[src/rtl/ren_params.sv]
// Shared constants for the tile walker.
// State codes, legal tile edges and default screen size.
package ren_params;

   typedef enum logic [1:0] {
      S_IDLE,
      S_SETUP,
      S_EMIT,
      S_DONE
   } state_t;

   localparam int TS_1  = 1;
   localparam int TS_2  = 2;
   localparam int TS_4  = 4;
   localparam int TS_8  = 8;
   localparam int TS_16 = 16;

   localparam int SCREEN_W_DEF = 640;
   localparam int SCREEN_H_DEF = 480;

endpackage

[src/rtl/ren_tile_size_sel.sv]
// Maps a box extent to the smallest power-of-two
// tile edge covering it, capped at TILE_SIZE.
module ren_tile_size_sel
   import ren_params::*;
#(
   parameter int TILE_SIZE = TS_16,
   parameter int EXT_W     = 13
) (
   input  logic [EXT_W-1:0] ext,
   output logic [15:0]      size
);

   logic [31:0] ext32;
   logic [15:0] cand;

   assign ext32 = 32'(ext);

   // smallest legal edge that is >= ext
   always_comb begin
      if (ext32 <= 32'(TS_1))
         cand = 16'(TS_1);
      else if (ext32 <= 32'(TS_2))
         cand = 16'(TS_2);
      else if (ext32 <= 32'(TS_4))
         cand = 16'(TS_4);
      else if (ext32 <= 32'(TS_8))
         cand = 16'(TS_8);
      else
         cand = 16'(TS_16);
   end

   assign size = (cand > 16'(TILE_SIZE)) ?
                 16'(TILE_SIZE) : cand;

endmodule

[src/rtl/ren_tile_walker.sv]
// Clamps a triangle bbox to the screen and walks
// its covering tiles in raster order.
module ren_tile_walker
   import ren_params::*;
#(
   parameter int TILE_SIZE = TS_16,
   parameter int SCREEN_W  = SCREEN_W_DEF,
   parameter int SCREEN_H  = SCREEN_H_DEF,
   parameter int COORD_W   = 12
) (
   input  logic               clk,
   input  logic               rst,
   input  logic               i_valid,
   output logic               o_ready,
   input  logic [COORD_W-1:0] i_bbox_xmin,
   input  logic [COORD_W-1:0] i_bbox_xmax,
   input  logic [COORD_W-1:0] i_bbox_ymin,
   input  logic [COORD_W-1:0] i_bbox_ymax,
   input  logic               i_flush,
   output logic               o_valid,
   input  logic               i_ack,
   output logic [21:0]        o_tile_x,
   output logic [21:0]        o_tile_y,
   output logic [15:0]        o_tile_size,
   output logic               o_last,
   output logic               o_done
);

   localparam int AW = COORD_W + 1;
   localparam logic [COORD_W-1:0] XLIM =
      COORD_W'(SCREEN_W - 1);
   localparam logic [COORD_W-1:0] YLIM =
      COORD_W'(SCREEN_H - 1);
   localparam logic [AW-1:0] WLIM = AW'(SCREEN_W);
   localparam logic [AW-1:0] HLIM = AW'(SCREEN_H);

   state_t state, state_nx;

   logic [COORD_W-1:0] xmin_q, xmax_q;
   logic [COORD_W-1:0] ymin_q, ymax_q;
   logic [COORD_W-1:0] x0_q, x_q, y_q;
   logic [15:0]        size_q;

   logic [COORD_W-1:0] xmaxc, ymaxc;
   logic [COORD_W-1:0] dx, dy, dmax;
   logic [AW-1:0]      ext;
   logic [15:0]        size_s;
   logic [COORD_W-1:0] mask;
   logic               empty;
   logic [AW-1:0]      nx, ny;
   logic               last;
   logic               ld_bbox, ld_setup;
   logic               step_x, step_y;

   assign xmaxc = (xmax_q > XLIM) ? XLIM : xmax_q;
   assign ymaxc = (ymax_q > YLIM) ? YLIM : ymax_q;

   assign empty = (xmin_q > xmaxc)
                | (ymin_q > ymaxc)
                | ({1'b0, xmin_q} >= WLIM)
                | ({1'b0, ymin_q} >= HLIM);

   assign dx   = xmaxc - xmin_q;
   assign dy   = ymaxc - ymin_q;
   assign dmax = (dx > dy) ? dx : dy;
   assign ext  = AW'(dmax) + AW'(1);

   ren_tile_size_sel #(
      .TILE_SIZE (TILE_SIZE),
      .EXT_W     (AW)
   ) u_size (
      .ext  (ext),
      .size (size_s)
   );

   assign mask = ~COORD_W'(size_s - 16'd1);

   // one extra bit so the step past the edge never wraps
   assign nx   = {1'b0, x_q} + AW'(size_q);
   assign ny   = {1'b0, y_q} + AW'(size_q);
   assign last = (nx > {1'b0, xmaxc})
               & (ny > {1'b0, ymaxc});

   assign o_tile_x    = 22'(x_q);
   assign o_tile_y    = 22'(y_q);
   assign o_tile_size = size_q;

   // state register
   always_ff @(posedge clk) begin
      if (rst)
         state <= S_IDLE;
      else
         state <= state_nx;
   end

   // next state, handshake outputs and datapath strobes
   always_comb begin
      state_nx = state;
      ld_bbox  = 1'b0;
      ld_setup = 1'b0;
      step_x   = 1'b0;
      step_y   = 1'b0;
      o_ready  = 1'b0;
      o_valid  = 1'b0;
      o_last   = 1'b0;
      o_done   = 1'b0;
      unique case (state)
         S_IDLE: begin
            o_ready = 1'b1;
            if (i_valid) begin
               ld_bbox  = 1'b1;
               state_nx = S_SETUP;
            end
         end
         S_SETUP: begin
            if (i_flush)
               state_nx = S_IDLE;
            else if (empty)
               state_nx = S_DONE;
            else begin
               ld_setup = 1'b1;
               state_nx = S_EMIT;
            end
         end
         S_EMIT: begin
            o_valid = 1'b1;
            o_last  = last;
            if (i_flush)
               state_nx = S_IDLE;
            else if (i_ack) begin
               if (nx <= {1'b0, xmaxc})
                  step_x = 1'b1;
               else if (ny <= {1'b0, ymaxc})
                  step_y = 1'b1;
               else
                  state_nx = S_DONE;
            end
         end
         S_DONE: begin
            o_done   = 1'b1;
            state_nx = S_IDLE;
         end
         default: state_nx = S_IDLE;
      endcase
   end

   // bbox latch, tile setup and raster stepping
   always_ff @(posedge clk) begin
      if (rst) begin
         xmin_q <= '0;
         xmax_q <= '0;
         ymin_q <= '0;
         ymax_q <= '0;
         x0_q   <= '0;
         x_q    <= '0;
         y_q    <= '0;
         size_q <= 16'(TILE_SIZE);
      end else begin
         if (ld_bbox) begin
            xmin_q <= i_bbox_xmin;
            xmax_q <= i_bbox_xmax;
            ymin_q <= i_bbox_ymin;
            ymax_q <= i_bbox_ymax;
         end
         if (ld_setup) begin
            size_q <= size_s;
            x0_q   <= xmin_q & mask;
            x_q    <= xmin_q & mask;
            y_q    <= ymin_q & mask;
         end
         if (step_x)
            x_q <= nx[COORD_W-1:0];
         if (step_y) begin
            x_q <= x0_q;
            y_q <= ny[COORD_W-1:0];
         end
      end
   end

endmodule

[config.mk]
export PLATFORM = sky130hd
export DESIGN_NAME = ren_tile_walker
export DESIGN_NICKNAME = d
export VERILOG_FILES = /design/src/rtl/ren_params.sv /design/src/rtl/ren_tile_size_sel.sv /design/src/rtl/ren_tile_walker.sv
export SDC_FILE = /design/constraint.sdc
export NUM_CORES = 1
export LEC_CHECK = 0
export ABC_CLOCK_PERIOD_IN_PS = 7650
export BUFFER_PORTS_ARGS = -buffer_cell sky130_fd_sc_hd__buf_4
export CAP_MARGIN = 20
export CORE_ASPECT_RATIO = 0.9
export CORE_MARGIN = 4
export CORE_UTILIZATION = 53
export DETAILED_ROUTE_END_ITERATION = 8
export GPL_ROUTABILITY_DRIVEN = 0
export GPL_TIMING_DRIVEN = 0
export HOLD_SLACK_MARGIN = 0.02
export PLACE_DENSITY = 0.78
export SYNTH_ARGS = -nofsm -noshare
export SYNTH_HDL_FRONTEND = slang
export SYNTH_HIERARCHICAL = 1
export SYNTH_SLANG_ARGS = --single-unit
[constraint.sdc]
create_clock -name clk -period 7.65 [get_ports clk]
set_input_delay 1.53 -clock clk [delete_from_list [all_inputs] [get_ports clk]]
set_output_delay 1.53 -clock clk [all_outputs]
set_load 0.05 [all_outputs]
After elaboration in Yosys (flattened, before gate mapping)
Index checks and enable logic that the tools add are counted.
{"block": "word_totals", "ff_bits": 102, "elab_cells": 88, "inputBits": 53, "out_inout_bits": 64}
{"block": "op_classes", "n_lt_le_gt_ge": 16, "addsub": 6, "eq_ne": 7, "mux": 39, "reduce_logical": 4, "n_bitwise": 7}
{"operator": "2-to-1 mux 12 bit", "n": 8}
{"operator": "2-to-1 mux 16 bit", "n": 4}
{"operator": "greater-than comparator 12 bit", "n": 3}
{"operator": "adder 12 x 13 -> 13 bit", "n": 2}
{"operator": "greater-than comparator 13 x 12 -> 1 bit", "n": 2}
{"operator": "less-or-equal comparator 13 x 12 -> 1 bit", "n": 2}
{"operator": "AND 12 bit", "n": 2}
{"operator": "subtractor 12 bit", "n": 2}
{"operator": "2-to-1 mux 1 bit", "n": 19}
{"operator": "greater-than comparator 16 x 5 -> 1 bit (second input constant)", "n": 1}
{"operator": "adder 12 x 1 -> 13 bit (second input constant)", "n": 1}
{"operator": "less-or-equal comparator 13 x 1 -> 1 bit (second input constant)", "n": 1}
{"operator": "less-or-equal comparator 13 x 2 -> 1 bit (second input constant)", "n": 1}
{"operator": "less-or-equal comparator 13 x 3 -> 1 bit (second input constant)", "n": 1}
{"operator": "less-or-equal comparator 13 x 4 -> 1 bit (second input constant)", "n": 1}
{"operator": "greater-or-equal comparator 12 x 10 -> 1 bit (second input constant)", "n": 1}
{"operator": "greater-or-equal comparator 12 x 9 -> 1 bit (second input constant)", "n": 1}
{"operator": "greater-than comparator 12 x 10 -> 1 bit (second input constant)", "n": 1}
{"operator": "greater-than comparator 12 x 9 -> 1 bit (second input constant)", "n": 1}
{"operator": "2-to-1 mux 2 bit", "n": 6}
{"operator": "inverter 12 bit", "n": 1}
{"operator": "subtractor 12 x 1 -> 12 bit (second input constant)", "n": 1}
{"operator": "!= test 3 bit (second input constant)", "n": 3}
{"operator": "case mux 2 bit (4 select lines)", "n": 1}
{"operator": "other kinds (10)", "n": 13}

Logic depth before layout (Yosys ltp)
Gate-level depths: netlist (run 1).
{"block": "logic_depth", "depth_word": 19, "mapped_depth": 37, "mapped_depth_nobuf": 35}

By module
Netlist (run 1), hierarchy kept.
{"module": "ren_tile_walker", "area_per_inst_um2": 7840.0, "cells_each": 1041, "n_inst": 1}
{"module": "ren_tile_size_sel", "area_per_inst_um2": 196.4, "cells_each": 28, "n_inst": 1}

Least setup slack after synthesis (run 1)
Ideal clock, no wire load.
{"block": "synth_timing", "kind": "register to register", "start": "register ymax_q[9]", "end": "register x_q[9]", "arrival_ns": 6.991, "setup_time_ns": 0.132, "path_buffers": 2, "path_slack_ns": 0.527, "period_less_slack_ns": 7.123, "stages_incl_launch_ff": 35, "cell_sequence": "dfxtp_1 -> nor3_1 -> nand2_1 -> or2_2 -> ha_1 -> nor2b_1 -> o2111ai_1 -> a31oi_1 -> a311oi_1 -> a21oi_1 -> xnor2_1 -> inv_1 -> ha_1 -> nand2_1 -> o211ai_1 -> o31ai_1 -> a21oi_1 -> buf_2 -> clkbuf_1 -> nor2_1 -> a21o_1 -> inv_1 -> ha_1 -> mux4_2 -> and3_1 -> nor3_1 -> nand4_1 -> nor4_1 -> nand2b_1 -> or2_2 -> nor3_1 -> xor2_1 -> nor3_1 -> o311ai_1 -> a21oi_1"}
{"block": "synth_via", "elab_chain_cells": 19, "elab_cells_between_ends": 36}
{"item": "start, declared", "line": "ren_tile_walker.sv:40", "source": "logic [COORD_W-1:0] ymin_q, ymax_q;"}
{"item": "start signal, assigned", "line": "ren_tile_walker.sv:163", "source": "ymax_q <= i_bbox_ymax;"}
{"item": "greater-than comparator 12 x 9 -> 1 bit", "line": "ren_tile_walker.sv:56", "source": "assign ymaxc = (ymax_q > YLIM) ? YLIM : ymax_q;"}
{"item": "2-to-1 mux 12 bit *", "line": "ren_tile_walker.sv:56"}
{"item": "subtractor 12 bit *", "line": "ren_tile_walker.sv:64", "source": "assign dy = ymaxc - ymin_q;"}
{"item": "greater-than comparator 12 bit", "line": "ren_tile_walker.sv:65", "source": "assign dmax = (dx > dy) ? dx : dy;"}
{"item": "2-to-1 mux 12 bit *", "line": "ren_tile_walker.sv:65"}
{"item": "adder 12 x 1 -> 13 bit *", "line": "ren_tile_walker.sv:66", "source": "assign ext = AW'(dmax) + AW'(1);"}
{"item": "net ext[0]", "line": "ren_tile_walker.sv:46", "source": "logic [AW-1:0] ext;"}
{"item": "less-or-equal comparator 13 x 4 -> 1 bit", "line": "ren_tile_size_sel.sv:26", "source": "else if (ext32 <= 32'(TS_8))"}
{"item": "(+5 left out)"}
{"item": "2-to-1 mux 16 bit *", "line": "ren_tile_size_sel.sv:32", "source": "assign size = (cand > 16'(TILE_SIZE)) ?"}
{"item": "net size_s[4]", "line": "ren_tile_walker.sv:47", "source": "logic [15:0] size_s;"}
{"item": "subtractor 12 x 1 -> 12 bit *", "line": "ren_tile_walker.sv:76", "source": "assign mask = ~COORD_W'(size_s - 16'd1);"}
{"item": "inverter 12 bit *", "line": "ren_tile_walker.sv:76"}
{"item": "AND 12 bit *", "line": "ren_tile_walker.sv:168", "source": "x_q <= xmin_q & mask;"}
{"item": "2-to-1 mux 12 bit *", "line": "ren_tile_walker.sv:165", "source": "if (ld_setup) begin"}
{"item": "2-to-1 mux 12 bit *", "line": "ren_tile_walker.sv:171", "source": "if (step_x)"}
{"item": "2-to-1 mux 12 bit *", "line": "ren_tile_walker.sv:173", "source": "if (step_y) begin"}
{"item": "end signal, assigned", "line": "ren_tile_walker.sv:168"}
{"item": "end signal, assigned", "line": "ren_tile_walker.sv:172", "source": "x_q <= nx[COORD_W-1:0];"}
{"item": "end signal, assigned", "line": "ren_tile_walker.sv:174", "source": "x_q <= x0_q;"}
{"item": "end, declared", "line": "ren_tile_walker.sv:41", "source": "logic [COORD_W-1:0] x0_q, x_q, y_q;"}
Mark *: on every way through the listed nets, which the timed path passes. The rest lies on a longest branch. The select of a mux whose other input is x is not followed.
A chain may end at the register's enable or synchronous reset.

Final worst setup path (run 1)
{"block": "layout_timing", "start": "register ymax_q[11]", "end": "register x_q[9]"}
The elaborated chain is that of the path after synthesis.

==> impl_metrics.py, run 1 <==
metrics = {
    "die": {
        "core_um2": 14800,
        "pin_count": 117,
        "die_y_um": 125,
        "die_width_um": 138,
        "design.die.area_um2": 17200,
        "placementRows": 42,
        "start_util_pct": 54.4,
    },
    "finish": {
        "fill_cells": 1314,
        "finish.instance_area_um2": 9640,
        "num-nets-final": 1362,
        "diode_count": 0,
        "drive_above_1_share_pct": 17.7,
        "area.growth.synth_to_final_pct": 19.9,
        "stdcell_count": 1421,
    },
    "clock_network": {
        "tritoncts_clock_tree": "done",
        "cts.sink_count": 102,
        "number_of_buffers_inserted_during_clock_tree_synthesis": 9,
        "htree_levels": 3,
        "clock_latency_of_the_later_clocked_register_in_the_worst_skew_pair_ns": 0.36,
        "clk_pin_slew_worst_paths_ns": 0.07,
        "cts.path.max_buffers": 2,
        "cts_hold_buffers": 0,
        "cts.root.buffer_cell": "clkbuf_16",
    },
    "detailed_routing": {
        "viasPerCell": 5.68,
        "vias": 8066,
        "firstDrtPassIters": 5,
        "drt-initial-drc-count": 622,
        "average_wire_per_standard_cell_um": 16.8,
        "wl_um": 23900,
        "final_antenna_net_count": 0,
        "drc": 0,
    },
    "setup_path": {
        "worst_ep_arrival_time_ns": 7.50,
        "end_kind": "flip-flop",
        "start_kind": "flip-flop",
        "path_delay_family": "simple AND/OR/NAND/NOR gates",
        "path_buf_inv": 5,
        "critical-path-slowest-cell": "nor4_2",
        "cp_max_fo": 10,
        "worstPathRequired_ns": 7.87,
        "worst_path_largest_cell_delay_ns": 0.43,
        "critPathKind": "reg -> reg",
    },
    "run": {
        "max_cap_violations": 0,
    },
    "place": {
        "place_worst_setup_slack_ns": -0.794,
        "io_buffers": 95,
        "dpl_cell_area_um2": 9140,
        "post-dp-hpwl_um": 18800,
        "dp_cells": 1400,
    },
    "outcome": {
        "status": "completed",
    },
    "sta": {
        "finalCriticalPeriod_ns": 7.28,
        "timing.final.crit_share_pct": 95.1,
        "timing.setup.tns_ns": 0,
        "timing.final.hold_violations": 0,
        "holdWs_ns": 0.450,
        "layout_setup_ws_ns": 0.372,
        "final_max_slew_viol_count": 0,
        "fin_skew_ns": 0.00949,
        "fmaxAchievable_mhz": 137,
        "max-slew-margin-rel_pct": 52.3,
        "worst_slew_pin_slew_ns": 0.716,
        "setup_viol": 0,
    },
    "logic_synthesis": {
        "synth.top_cell.area_share_pct": 25.4,
        "post_synth.cell_area_avg_um2": 7.52,
        "post_synth_edffs": 0,
        "synthesis.instances": 1069,
        "post_synth_instance_area_um2": 8040,
        "synth_async_sr_flop_share_pct": 0,
        "synth_cell_type_count": 67,
        "synth.largest_area_cell": "dfxtp_1",
        "yosys_register_bits": 102,
        "yosys-top-cells-area": "dfxtp_1, ha_1, nand2_1",
        "yosys_most_used_dff": "dfxtp_1",
        "register_area_share_after_synthesis_pct": 25.4,
        "synth_warnings": 6,
    },
    "hold_path": {
        "worstHoldPathType": "reg -> reg",
    },
    "global_routing": {
        "initial_antenna_violation_count": 0,
        "number_of_global_route_vias_before_repair": 7423,
        "grt_usage_pct": 27.4,
        "wire_length_of_the_first_global_routing_pass_um": 37400,
        "grt_max_degree": 17,
        "total_congestion_overflow": 0,
    },
    "pwr": {
        "vdd.ir_drop.worst_mv": 0.160,
        "static_leakage_nw": 4.30,
        "power_per_cell_area_nw_per_um2": 238,
    },
}
-- logic make-up (layout without fill, tap and decap cells) --
| group | Yosys count | in the layout | synth area share [%] |
|---|---|---|---|
| XOR/XNOR | 55 | 55 | 6.09 |
| buffers and inverters | 135 | 251 | 7.97 |
| adder cells (fa/ha/maj) | 90 | 90 | 14.4 |
| flip-flops | 102 | 102 | 25.4 |
| AND/OR/NAND/NOR | 420 | 420 | 23.8 |
| other | 3 | 41 | 0.140 |
| multiplexers | 19 | 19 | 2.63 |
| AO/OA/AOI/OAI | 245 | 245 | 19.5 |
-- through the flow --
step                util, %  total power (W)
finish                 65.3          0.00229
global route           65.3          0.00244
CTS                    64.3          0.00214
detailed placement     61.9          0.00165
global placement       61.9          0.00163
floorplan                 -          0.00143
-- what timing repair did --
action / CTS / global route
pin swaps: 4 / 8
endpoints found under the setup margin: 27 / 25
gates resized for setup: 12 / 26
setup buffers: 2 / 4
endpoints found under the hold margin: 0 / 0
-- worst reg2reg max path, delay by kind of cell (launching register included) --
family / cells / cell delay [ns]
AND/OR/NAND/NOR: 12 / 2.71
adder cells (fa/ha/maj): 3 / 0.79
XOR/XNOR: 3 / 0.50
AO/OA/AOI/OAI: 11 / 2.11
flip-flops: 1 / 0.34
buffers and inverters: 5 / 0.70
-- power breakdown --
group	switching (W)	leakage (nW)	internal (W)	total (W)
Combinational	0.000742	3.34	0.000531	0.00127
Clock	0.000209	0.134	0.000238	0.000447
Sequential	0.0000209	0.829	0.000552	0.000573
-- cells in the mapped netlist, types with 10 or more instances --
cell type    n
xor2_1      16
nand2_1    207
clkbuf_1    27
dfxtp_1    102
nor2_1      64
and2_1      11
or2_2       18
xnor2_1     38
ha_1        86
inv_1       68
mux2i_1     11
a21oi_1    113
o21ai_0     31
a21o_1      14
nand4_1     12
a311oi_1    13
nor3_1      21
nand3_1     38
buf_4       32
nand2b_1    10
and3_1      11
-- final cells by class --
cell class                 count  area [um^2]  area share (%)
clock buffer                  11          253            2.62
inverter                      68          255            2.65
sequential                   102         2040            21.2
multi-input combinational    870         5650            58.7
clock inverter                 4         32.5           0.338
timing repair buffer         101          758            7.87
tap                          198          248            2.57
buffer                        67          395            4.10
-- layer usage --
| metal | track usage [%] | share of wire (%) | routed length (um) |
|---|---|---|---|
| met2 | 42.1 | 44 | 10500 |
| met1 | 37.8 | 43 | 10400 |
| met4 | 8.83 | 2.6 | 629 |
| met3 | 6.10 | 9.9 | 2360 |
| met5 | 0 | 0 | 0 |
-- state kept, by name, indices dropped and copies added (netlist names) --
name         count
state            2
y_q             12
xmin_q          12
ymin_q          12
o_tile_size     16
xmax_q          12
x0_q            12
x_q             12
ymax_q          12
-- worst paths after layout --
path | startpoint | slack [ns] | endpoint | depth (start not counted)
setup / recovery | ymax_q[11] | 0.37 | x_q[9] | 34
hold / removal | xmax_q[6] | 0.45 | xmax_q[6] | 2
hold reg to reg | xmax_q[6] | 0.45 | xmax_q[6] | 2
setup reg to reg | ymax_q[11] | 0.37 | x_q[9] | 34
-- placed cells by master, fill, tap and decap left out, types with 8 or more instances in the layout --
cell type and instances:
nor2_1 63, clkbuf_1 26, xor2_1 15, xnor2_1 36
a21oi_1 108, o22ai_1 9, dfxtp_1 102, clkbuf_16 9
nand4_1 12, buf_4 134, nand2b_1 10, nand3_1 38
a21o_1 13, a311oi_1 12, a211oi_1 8, and2_1 11
nand2_1 206, mux2i_1 11, o21ai_0 29, ha_1 84
and3_1 11, nor3_1 18, inv_1 68, conb_1 41
or2_2 18
No activity file was read; power rests on OpenSTA's default activity.
==> run 2: changes to the inputs <==
--- a/config.mk
+++ b/config.mk
@@ -10,12 +10,11 @@
 export CAP_MARGIN = 20
 export CORE_ASPECT_RATIO = 0.9
 export CORE_MARGIN = 4
-export CORE_UTILIZATION = 53
+export CORE_UTILIZATION = 41
 export DETAILED_ROUTE_END_ITERATION = 8
 export GPL_ROUTABILITY_DRIVEN = 0
 export GPL_TIMING_DRIVEN = 0
 export HOLD_SLACK_MARGIN = 0.02
-export PLACE_DENSITY = 0.78
 export SYNTH_ARGS = -nofsm -noshare
 export SYNTH_HDL_FRONTEND = slang
 export SYNTH_HIERARCHICAL = 1
==> impl_metrics.py, run 2 (synthesized netlist as in run 1, its figures left out) <==
metrics = {
    "clock_network": {
        "cts.root.buffer_cell": "clkbuf_16",
        "clk_pin_slew_worst_paths_ns": 0.07,
        "clock_latency_of_the_later_clocked_register_in_the_worst_skew_pair_ns": 0.36,
        "cts.sink_count": 102,
        "number_of_buffers_inserted_during_clock_tree_synthesis": 9,
        "cts.path.max_buffers": 2,
        "cts_hold_buffers": 0,
        "htree_levels": 3,
        "tritoncts_clock_tree": "done",
    },
    "setup_path": {
        "critical-path-slowest-cell": "ha_1",
        "worstPathRequired_ns": 7.94,
        "worst_path_largest_cell_delay_ns": 0.38,
        "worst_ep_arrival_time_ns": 7.52,
        "end_kind": "flip-flop",
        "critPathKind": "reg -> reg",
        "cp_max_fo": 10,
        "path_buf_inv": 7,
        "worst_path_most_repeated_cell": "buf_4",
        "start_kind": "flip-flop",
        "path_delay_family": "compound AO/OA/AOI/OAI gates",
        "reg2reg_slack_ns": 0.42,
    },
    "sta": {
        "holdWs_ns": 0.454,
        "timing.final.crit_share_pct": 94.5,
        "worst_slew_pin_slew_ns": 0.698,
        "setup_viol": 0,
        "fmaxAchievable_mhz": 138,
        "timing.final.hold_violations": 0,
        "final_max_slew_viol_count": 0,
        "max-slew-margin-rel_pct": 53.4,
        "finalCriticalPeriod_ns": 7.23,
        "fin_skew_ns": 0.0125,
    },
    "global_routing": {
        "total_congestion_overflow": 0,
        "number_of_global_route_vias_before_repair": 7262,
        "grt_max_degree": 16,
        "wire_length_of_the_first_global_routing_pass_um": 38400,
        "initial_antenna_violation_count": 0,
        "grt_usage_pct": 22.0,
    },
    "finish": {
        "area.growth.synth_to_final_pct": 22.1,
        "largest_reg_flops": 16,
        "mostFrequentLayoutCells": "nand2_1, buf_4, a21oi_1",
        "finish.instance_area_um2": 9810,
        "most_common_cell_after_layout_fill_and_taps_aside": "nand2_1",
        "diode_count": 0,
        "num-nets-final": 1366,
        "drive_above_1_share_pct": 17.9,
    },
    "place": {
        "io_buffers": 95,
        "post-dp-hpwl_um": 19900,
        "dpl_cell_area_um2": 9210,
    },
    "die": {
        "die_width_um": 156,
        "core_um2": 19200,
        "design.die.area_um2": 21900,
        "start_util_pct": 41.8,
        "die_y_um": 141,
        "placementRows": 48,
        "pin_count": 117,
    },
    "detailed_routing": {
        "drc": 0,
        "final_antenna_net_count": 0,
        "drt-initial-drc-count": 390,
        "wl_um": 24800,
        "average_wire_per_standard_cell_um": 16.8,
        "vias": 7763,
        "viasPerCell": 5.26,
        "firstDrtPassIters": 5,
    },
    "outcome": {
        "status": "completed",
    },
    "pwr": {
        "power_per_cell_area_nw_per_um2": 242,
        "static_leakage_nw": 4.35,
        "vdd.ir_drop.worst_mv": 0.161,
    },
    "run": {
        "max_cap_violations": 0,
    },
    "hold_path": {
        "worstHoldPathType": "reg -> reg",
    },
}
-- run 2: changes by cell type in the layout (fill, tap and decap cells not counted), sizes merged --
cell,before,now
buf,142,145
bufinv,0,3
clkinv,2,0
clkinvlp,2,1
-- run 2: power breakdown --
part	internal [W]	switching [W]	leakage [nW]
combinational	0.000538	0.000737	3.37
sequential	0.000552	0.0000205	0.829
clock	0.000317	0.000209	0.155
total	0.00141	0.000967	4.35
-- run 2: path summary, 6_finish.rpt --
check              from         to  cells past startpoint
max          ymax_q[11]     x_q[8]                     36
min           xmax_q[2]  xmax_q[2]                      2
max reg2reg  ymax_q[11]     x_q[8]                     36
min reg2reg   xmax_q[2]  xmax_q[2]                      2
-- run 2: per-layer routing --
layer	part of all wire, %	track usage, %	vias to the layer above	wire length [um]
li1	-	-	3976	-
met1	49	31.6	3547	12100
met2	43	34.3	223	10700
met3	6.8	4.97	17	1680
met4	1.1	4.10	0	266
met5	0	0	-	0
-- run 2: metrics by stage --
stage	worst slack (ns)	setup TNS (ns)	cells	util [%]	total power, W
after floorplan	0.527	0	1107	-	0.00143
after global placement	-0.751	-12.78	1452	47.9	0.00165
after detailed placement	-0.813	-14.55	1452	47.9	0.00166
after CTS	0.00451	0	1468	50.0	0.00223
after global routing	-0.0218	-0.0218	1476	51.1	0.00253
final	0.420	0	1476	51.1	0.00237
-- run 2: final cells by class --
cell class	instances	area, um^2
plain buffers	67	392
clock buffers	10	229
clock inverters	4	97.6
fillers	1952	9410
inverters	68	255
multi-input cells	870	5700
flip-flops and latches	102	2040
well taps	250	313
repair buffers	105	788
-- run 2: worst min-delay path: cells and delay by family, from the launching register on --
family | cells | cell delay (ns)
DFF | 1 | 0.31
and+or+nand+nor | 1 | 0.05
AOI/OAI and AO/OA | 1 | 0.05
-- run 2: repair_timing --
| item | CTS | global route |
|---|---|---|
| cloned | 0 | 0 |
| resized for setup | 12 | 28 |
| pin swaps | 4 | 13 |
| endpoints found under the hold margin | 0 | 0 |
| buffers inserted | 2 | 8 |
| setup endpoints to repair | 27 | 25 |
